$ cat config.mk
export PLATFORM = sky130hd
export DESIGN_NAME = byte_block_packer
export DESIGN_NICKNAME = d
export VERILOG_FILES = /design/src/rtl/byte_block_packer.sv
export SDC_FILE = /design/constraint.sdc
export NUM_CORES = 1
export LEC_CHECK = 0
export ABC_AREA = 1
export CORE_MARGIN = 2
export CORE_UTILIZATION = 35
export DETAILED_ROUTE_END_ITERATION = 7
export GPL_TIMING_DRIVEN = 0
export SLEW_MARGIN = 0
export SYNTH_ARGS = -nofsm -noshare
export SYNTH_HDL_FRONTEND = slang
export SYNTH_SLANG_ARGS = --single-unit
$ cat constraint.sdc
create_clock -name Clk -period 3.8 [get_ports Clk]
set_input_delay 0.95 -clock Clk [delete_from_list [all_inputs] [get_ports Clk]]
set_output_delay 0.95 -clock Clk [all_outputs]
set_load 0.02 [all_outputs]
$ cat src/rtl/byte_block_packer.sv
// Packs a stream of BYTE_W units into NUM_BYTES-wide blocks; flush emits a padded partial block.
// Block valid one cycle after its last unit; filling continues while a block waits; in_ready drops only when both registers are full.
module byte_block_packer #(
  parameter int BYTE_W = 8,
  parameter int NUM_BYTES = 16,
  parameter bit MSB_FIRST = 1'b1,
  parameter logic [BYTE_W-1:0] PAD_BYTE = '0
) (
  input  logic                              Clk,
  input  logic                              Rst,
  input  logic                              Enable,
  input  logic [BYTE_W-1:0]                 in_data,
  input  logic                              in_valid,
  output logic                              in_ready,
  input  logic                              flush,
  output logic [NUM_BYTES*BYTE_W-1:0]       out_data,
  output logic                              out_valid,
  input  logic                              out_ready,
  output logic [$clog2(NUM_BYTES+1)-1:0]    out_count,
  output logic [$clog2(NUM_BYTES+1)-1:0]    fill_level
);

  localparam int CNT_W = $clog2(NUM_BYTES + 1);
  localparam int BLK_W = NUM_BYTES * BYTE_W;

  typedef enum logic [1:0] {S_EMPTY, S_FILLING, S_STALL} state_t;

  state_t             state_q, state_d;
  logic [CNT_W-1:0]   fill_q, fill_d;
  logic [CNT_W-1:0]   pend_cnt_q, pend_cnt_d;
  logic [BYTE_W-1:0]  acc_q [NUM_BYTES];
  logic [BYTE_W-1:0]  acc_d [NUM_BYTES];
  logic [BYTE_W-1:0]  acc_w [NUM_BYTES];
  logic [BLK_W-1:0]   out_data_q, out_data_d;
  logic               out_valid_q, out_valid_d;
  logic [CNT_W-1:0]   out_count_q, out_count_d;

  logic               accept;
  logic               out_free;
  logic               blk_done;
  logic [CNT_W-1:0]   fill_inc;
  logic [BLK_W-1:0]   blk_flat;

  assign in_ready   = Enable && !Rst && (state_q != S_STALL);
  assign out_data   = out_data_q;
  assign out_valid  = out_valid_q;
  assign out_count  = out_count_q;
  assign fill_level = fill_q;

  // Unused accumulator slots always hold PAD_BYTE, so a flushed block needs no masking.
  always_comb begin
    accept   = in_valid && in_ready;
    out_free = !out_valid_q || out_ready;
    fill_inc = fill_q + CNT_W'(accept);

    for (int i = 0; i < NUM_BYTES; i++) begin
      acc_w[i] = acc_q[i];
      if (accept && (fill_q == CNT_W'(i))) acc_w[i] = in_data;
    end

    blk_flat = '0;
    for (int i = 0; i < NUM_BYTES; i++) begin
      if (MSB_FIRST) blk_flat[(NUM_BYTES-1-i)*BYTE_W +: BYTE_W] = acc_w[i];
      else           blk_flat[i*BYTE_W +: BYTE_W]               = acc_w[i];
    end

    blk_done = (state_q != S_STALL) &&
               ((fill_inc == CNT_W'(NUM_BYTES)) || (flush && (state_q == S_FILLING)));

    state_d     = state_q;
    fill_d      = fill_q;
    pend_cnt_d  = pend_cnt_q;
    acc_d       = acc_q;
    out_data_d  = out_data_q;
    out_count_d = out_count_q;
    out_valid_d = out_valid_q;

    if (out_valid_q && out_ready) out_valid_d = 1'b0;

    if (!Enable) begin
      state_d    = S_EMPTY;
      fill_d     = '0;
      pend_cnt_d = '0;
      for (int i = 0; i < NUM_BYTES; i++) acc_d[i] = PAD_BYTE;
    end else if ((state_q == S_STALL) || blk_done) begin
      if (out_free) begin
        out_data_d  = blk_flat;
        out_count_d = (state_q == S_STALL) ? pend_cnt_q : fill_inc;
        out_valid_d = 1'b1;
        state_d     = S_EMPTY;
        fill_d      = '0;
        pend_cnt_d  = '0;
        for (int i = 0; i < NUM_BYTES; i++) acc_d[i] = PAD_BYTE;
      end else if (state_q != S_STALL) begin
        // Real unit count is kept aside; fill_level reports the accumulator as full.
        acc_d      = acc_w;
        pend_cnt_d = fill_inc;
        fill_d     = CNT_W'(NUM_BYTES);
        state_d    = S_STALL;
      end
    end else begin
      acc_d   = acc_w;
      fill_d  = fill_inc;
      state_d = (fill_inc == '0) ? S_EMPTY : S_FILLING;
    end
  end

  always_ff @(posedge Clk) begin
    if (Rst) begin
      state_q     <= S_EMPTY;
      fill_q      <= '0;
      pend_cnt_q  <= '0;
      out_data_q  <= '0;
      out_valid_q <= 1'b0;
      out_count_q <= '0;
      for (int i = 0; i < NUM_BYTES; i++) acc_q[i] <= PAD_BYTE;
    end else begin
      state_q     <= state_d;
      fill_q      <= fill_d;
      pend_cnt_q  <= pend_cnt_d;
      out_data_q  <= out_data_d;
      out_valid_q <= out_valid_d;
      out_count_q <= out_count_d;
      for (int i = 0; i < NUM_BYTES; i++) acc_q[i] <= acc_d[i];
    end
  end

endmodule
Yosys cells after proc, flatten, opt, wreduce, memory -nomap -nowiden
Cells that the tools add are included.
- flip-flop bits (word level): 274
- output and inout port bits: 140
- word-level logic and storage cells: 110
- input bits: 14
- mux-type cells: 33
- bitwise logic cells: 1
- reductions and logical operators: 33
- eq/ne operators: 20
- add/sub/neg operators: 1
- operators by type and width (operator ; count):
    $mux W128 ; 3
    $mux W8 ; 16
    $eq A5 B4 Y1 const B ; 8
    $mux W5 ; 6
    $logic_and A1 B1 Y1 ; 22
    $eq A5 B3 Y1 const B ; 4
    $eq A5 B2 Y1 const B ; 2
    $logic_not A5 Y1 ; 2
    $mux W2 ; 3
    $add A5 B1 Y5 ; 1
    $eq A5 B1 Y1 const B ; 1
    $eq A5 B5 Y1 const B ; 1
    $mux W1 ; 5
    $logic_or A1 B1 Y1 ; 3
    $ne A3 B2 Y1 const B ; 1
    $reduce_and A3 Y1 ; 1
    $eq A2 B1 Y1 const B ; 1
    $eq A2 B2 Y1 const B ; 1
    $logic_not A1 Y1 ; 2
    $ne A2 B2 Y1 const B ; 1
    $reduce_and A2 Y1 ; 1
    $reduce_bool A2 Y1 ; 1
    $reduce_or A2 Y1 ; 1
    $not A1 Y1 ; 1

Logic depth before layout (Yosys ltp)
- word-level depth: 11
- gate-level depth with buffers: 17

Worst setup path before layout
No wires, ideal clock.
- path kind: input-to-reg
- start: input Rst
- end: register acc_q[30] in the netlist's numbering
- required time: 3.672 ns
- cell stages on the path: 15
- path buffers: 3
- setup slack: 0.730 ns
- arrival: 2.942 ns
- cells stage by stage: buf_6 nor2_8 nand3_4 inv_1 ha_1 ha_1 or2_2 nor2_1 nand3_1 nand3_2 inv_2 buf_4 buf_2 o21bai_1 nor2_1
- longest elaborated chain between the ends: 10
- elaborated cells on any way between the ends: 16
- ends and longest elaborated chain (what ; line ; source):
    from (decl) ; 10 ; input logic Rst,
    $logic_not A1 Y1 ; 44 ; assign in_ready = Enable && !Rst && (state_q != S_STALL);
    $logic_and A1 B1 Y1 (2 in series) ; 44 ;
    $logic_and A1 B1 Y1 ; 52 ; accept = in_valid && in_ready;
    $add A5 B1 Y5 ; 54 ; fill_inc = fill_q + CNT_W'(accept);
    $eq A5 B5 Y1 ; 68 ; ((fill_inc == CNT_W'(NUM_BYTES)) || (flush && (state_q == S_FILLING)));
    $logic_or A1 B1 Y1 ; 68 ;
    $logic_and A1 B1 Y1 ; 67 ; blk_done = (state_q != S_STALL) &&
    $logic_or A1 B1 Y1 ; 85 ; end else if ((state_q == S_STALL) || blk_done) begin
    $ne A3 B2 Y1 (no source line) / $mux W128 (equally long branches) ; - ;
    to (decl) ; 31 ; logic [BYTE_W-1:0] acc_q [NUM_BYTES];
Parallel ways exist; a longest one is shown, timed or not. The select of a mux whose other input is x is not followed.
A chain may end at the register's enable or synchronous reset.

Worst setup path after layout
- start: input Enable
- end: output in_ready
- longest elaborated chain between the ends: 2
- ends and longest elaborated chain (what ; line ; source):
    from (decl) ; 11 ; input logic Enable,
    $logic_and A1 B1 Y1 (2 in series) ; 44 ;
    to (decl) ; 14 ; output logic in_ready,
No other way between the ends.

==> impl_results.md <==
* Num rows at between 60 and 70
* TritonCTS Buffers at 30
* Cell Area, Synth at roughly 12000 um2
* Reg-to-Reg Start: state_q[0]
* Die Span Y at roughly 190 um
* CP max stage cell: clkdlybuf4s50_1
* Max Slew Vio Count at 0
* Slew at the pin closest to its max-slew limit at approximately 1.2 ns
* Core Area at between 30000 and 40000 um2
* Most used cell along the critical path: clkdlybuf4s50_1
* Setup Fix Bufs, Post-CTS at 0
* Setup_tns at 0 ns
* Final Skew at approximately 0.016 ns
* MaxCap Viol Count at 0
* Final period util at 0.9552
* Critical Path RT at 2.85 ns
* DP Worst Slack at -0.5430 ns
* Fin crit period at about 3.6 ns
* DPL Wire Length at 27.41 mm
* Routed Antenna Nets at 0
* RD Place Congestion at 0.8891
* Worst path buffer plus inverter count at 4
* Delay-heaviest family, CP: buffers and inverters
* Initial antenna violation count at 0
* Outcome: complete, no violations
* Initial Util at 0.3555
* Syn_area_per_cell at around 7.1 um2
* DRC errors left at 0
* Largest net degree at the start of global routing at 29
* Fmax at between 200 and 300 MHz
* First drt pass iteration count at 7
* Post-DR wirelength/cell at roughly 16 um
* Hold crit path type: reg -> reg
* CTS root buf: clkbuf_16
* PortBufs at 152
* CP max stage delay at ~0.63 ns
* Final setup fails at 0
* Seq cells post-synth at 274
* Count of cell types in the netlist at 29
* Clk slew on worst S/H paths at ~0.06 ns
* Worst setup path start: Enable
* Vias post-DR at 11710
* Total clock sinks at approximately 270
* Vias in the first global route at about 11000
* Slew Limit Headroom at 0.2245
* Htree depth at 1
* Worst Path Arrival at about 2.7 ns
* WS Path Type: in -> out
* Global-route wire length before repair at roughly 60 mm
* Via density at 4.882
* Yosys warns at 0
* Die Area at about 37000 um2
* Worst skew pair latency at 0.56 ns
* Area delta synth->final at 25.37%
* Fin cells at 2399
* Antenna cell count at 0
* CP Cell Sequence: clkdlybuf4s50_1 > inv_2 > nor2_8 > inv_4 > nor2_1 > clkdlybuf4s50_1
* Unrepaired setup endpoints after global routing: no
* Final worst slack at ~0.17 ns
* Fraction of the yosys area taken by sequential cells at 0.4456
* Die Wd at between 150 and 200 um
* Worst Setup End Kind: output pin
* Post-Synthesis Cells at roughly 1700
* Synth Net Count at roughly 1800
* Fin. Hold Viols at 0
* Max VDD drop at 0.3279 mV
* CP startpoint kind: primary input
* Placed cell count at around 2300
* Clock Path Buffers at 3
* I/O Pins at 154
* Leak at approximately 0.0059 uW
* CTS tree: yes
* GRT Residual Overflow at 0
* Hold_sp: out_count[0]
* Routed WL at between 30 and 40 mm
* Layout Nets at ~1900
* Share of layout cells above drive strength 1 at 0.06893
* Crit Path Max Fanout at 28
* Initial DRC Count at approximately 900
* Fillers at about 3600
* PD cells at approximately 410 nW/um2
* Total track usage at 0.2095
final cells by class:
type	instances	area, um2	area share
plain buffers	143	649.4	0.04208
clock buffers	40	859.6	0.05570
clock inverters	15	175.2	0.01135
inverters	101	381.6	0.02473
multi-input cells	1219	5791	0.3752
flip-flops and latches	274	5485	0.3554
well taps	455	569.3	0.03689
repair buffers	152	1521	0.09859
kinds of logic (layout without fill, tap and decap cells):
kind of cell | after synthesis | count (layout) | share of synthesized area
compound gates | 337 | 337 | 0.1631
simple gates | 880 | 880 | 0.3052
fa+ha+maj | 2 | 2 | 0.002033
flops | 274 | 274 | 0.4456
buf+inv | 246 | 451 | 0.08396
stage by stage:
stage                 util  power [uW]  cell area (um2)  hold slack, ns
global route        0.4457        6524            15430          0.4944
detailed placement  0.4158        3319            14400          0.4590
floorplan                -        3171            12310          0.4410
global placement    0.4158        3316            14400          0.4498
finish              0.4457        6308            15430          0.4678
CTS                 0.4455        6348            15430          0.4689
final timing paths:
kind / endpoint / slack (ns) / cells after the start
setup / recovery: in_ready / 0.17 / 6
setup reg to reg: out_data[127] / 0.77 / 15
hold / removal: out_count[0] / 0.47 / 2
hold reg to reg: out_count[0] / 0.47 / 2
cells in the mapped netlist (all sizes together):
master  number  share of area
o21bai     128          0.078
o21ai       69          0.028
o22ai        1        0.00051
buf         86          0.035
ha           2         0.0020
nand3      209          0.087
nor2       298           0.10
or2          1        0.00051
dfxtp      274           0.45
nor3         9         0.0037
nand4        2         0.0010
nor4         1        0.00051
inv        101          0.031
a21oi      139          0.057
nand2      360           0.11
clkbuf      59          0.018
worst reg2reg max path: cells and delay by family (launching register included):
| kind | cells | cell delay [ns] |
|---|---|---|
| AND/OR/NAND/NOR | 9 | 1.30 |
| buffers and inverters | 4 | 0.81 |
| adder cells (fa/ha/maj) | 2 | 0.52 |
| flip-flops | 1 | 0.29 |
layer usage:
layer | up-vias | share of wire | global-route usage
li1 | 5988 | - | -
met3 | 66 | 0.056 | 0.03305
met5 | - | 0 | 0
met1 | 5336 | 0.46 | 0.2819
met4 | 0 | 0.026 | 0.06124
met2 | 323 | 0.46 | 0.3455
flip-flops by register name, indices dropped and copies added (netlist names):
signal / flops
fill_level: 5
pend_cnt_q: 5
acc_q: 128
out_data: 128
state_q: 2
out_valid: 1
out_count: 5
timing repair:
action,in CTS,in global routing
hold buffers,0,0
setup endpoints to repair,1,1
pin swaps,0,0
gates resized for setup,0,3
placed cells by master (no fill, tap or decap):
cell	n
nand2_1	357
buf_2	48
nand4_1	2
or2_2	1
clkdlybuf4s50_1	152
bufinv_16	4
inv_2	4
nand3_2	2
ha_1	2
nand3_1	206
buf_4	6
dfxtp_1	274
o21ai_1	9
clkbuf_16	31
clkbuf_4	1
nor2_4	7
nor2_8	5
buf_6	2
a21oi_1	139
nor2_2	1
clkbuf_8	5
nor2_1	285
inv_1	96
clkinv_2	11
buf_8	1
clkbuf_1	61
nor3_1	9
nand2_2	2
nand2_4	1
nor4_1	1
buf_1	28
nand3_4	1
o21ai_0	60
o22ai_1	1
o21bai_1	128
inv_4	1
power breakdown:
part	internal [uW]	switching (uW)
Combinational	98.4	259
Clock	1850	1210
Sequential	2890	8.97
Note: power is estimated with default switching activity, not from simulation.
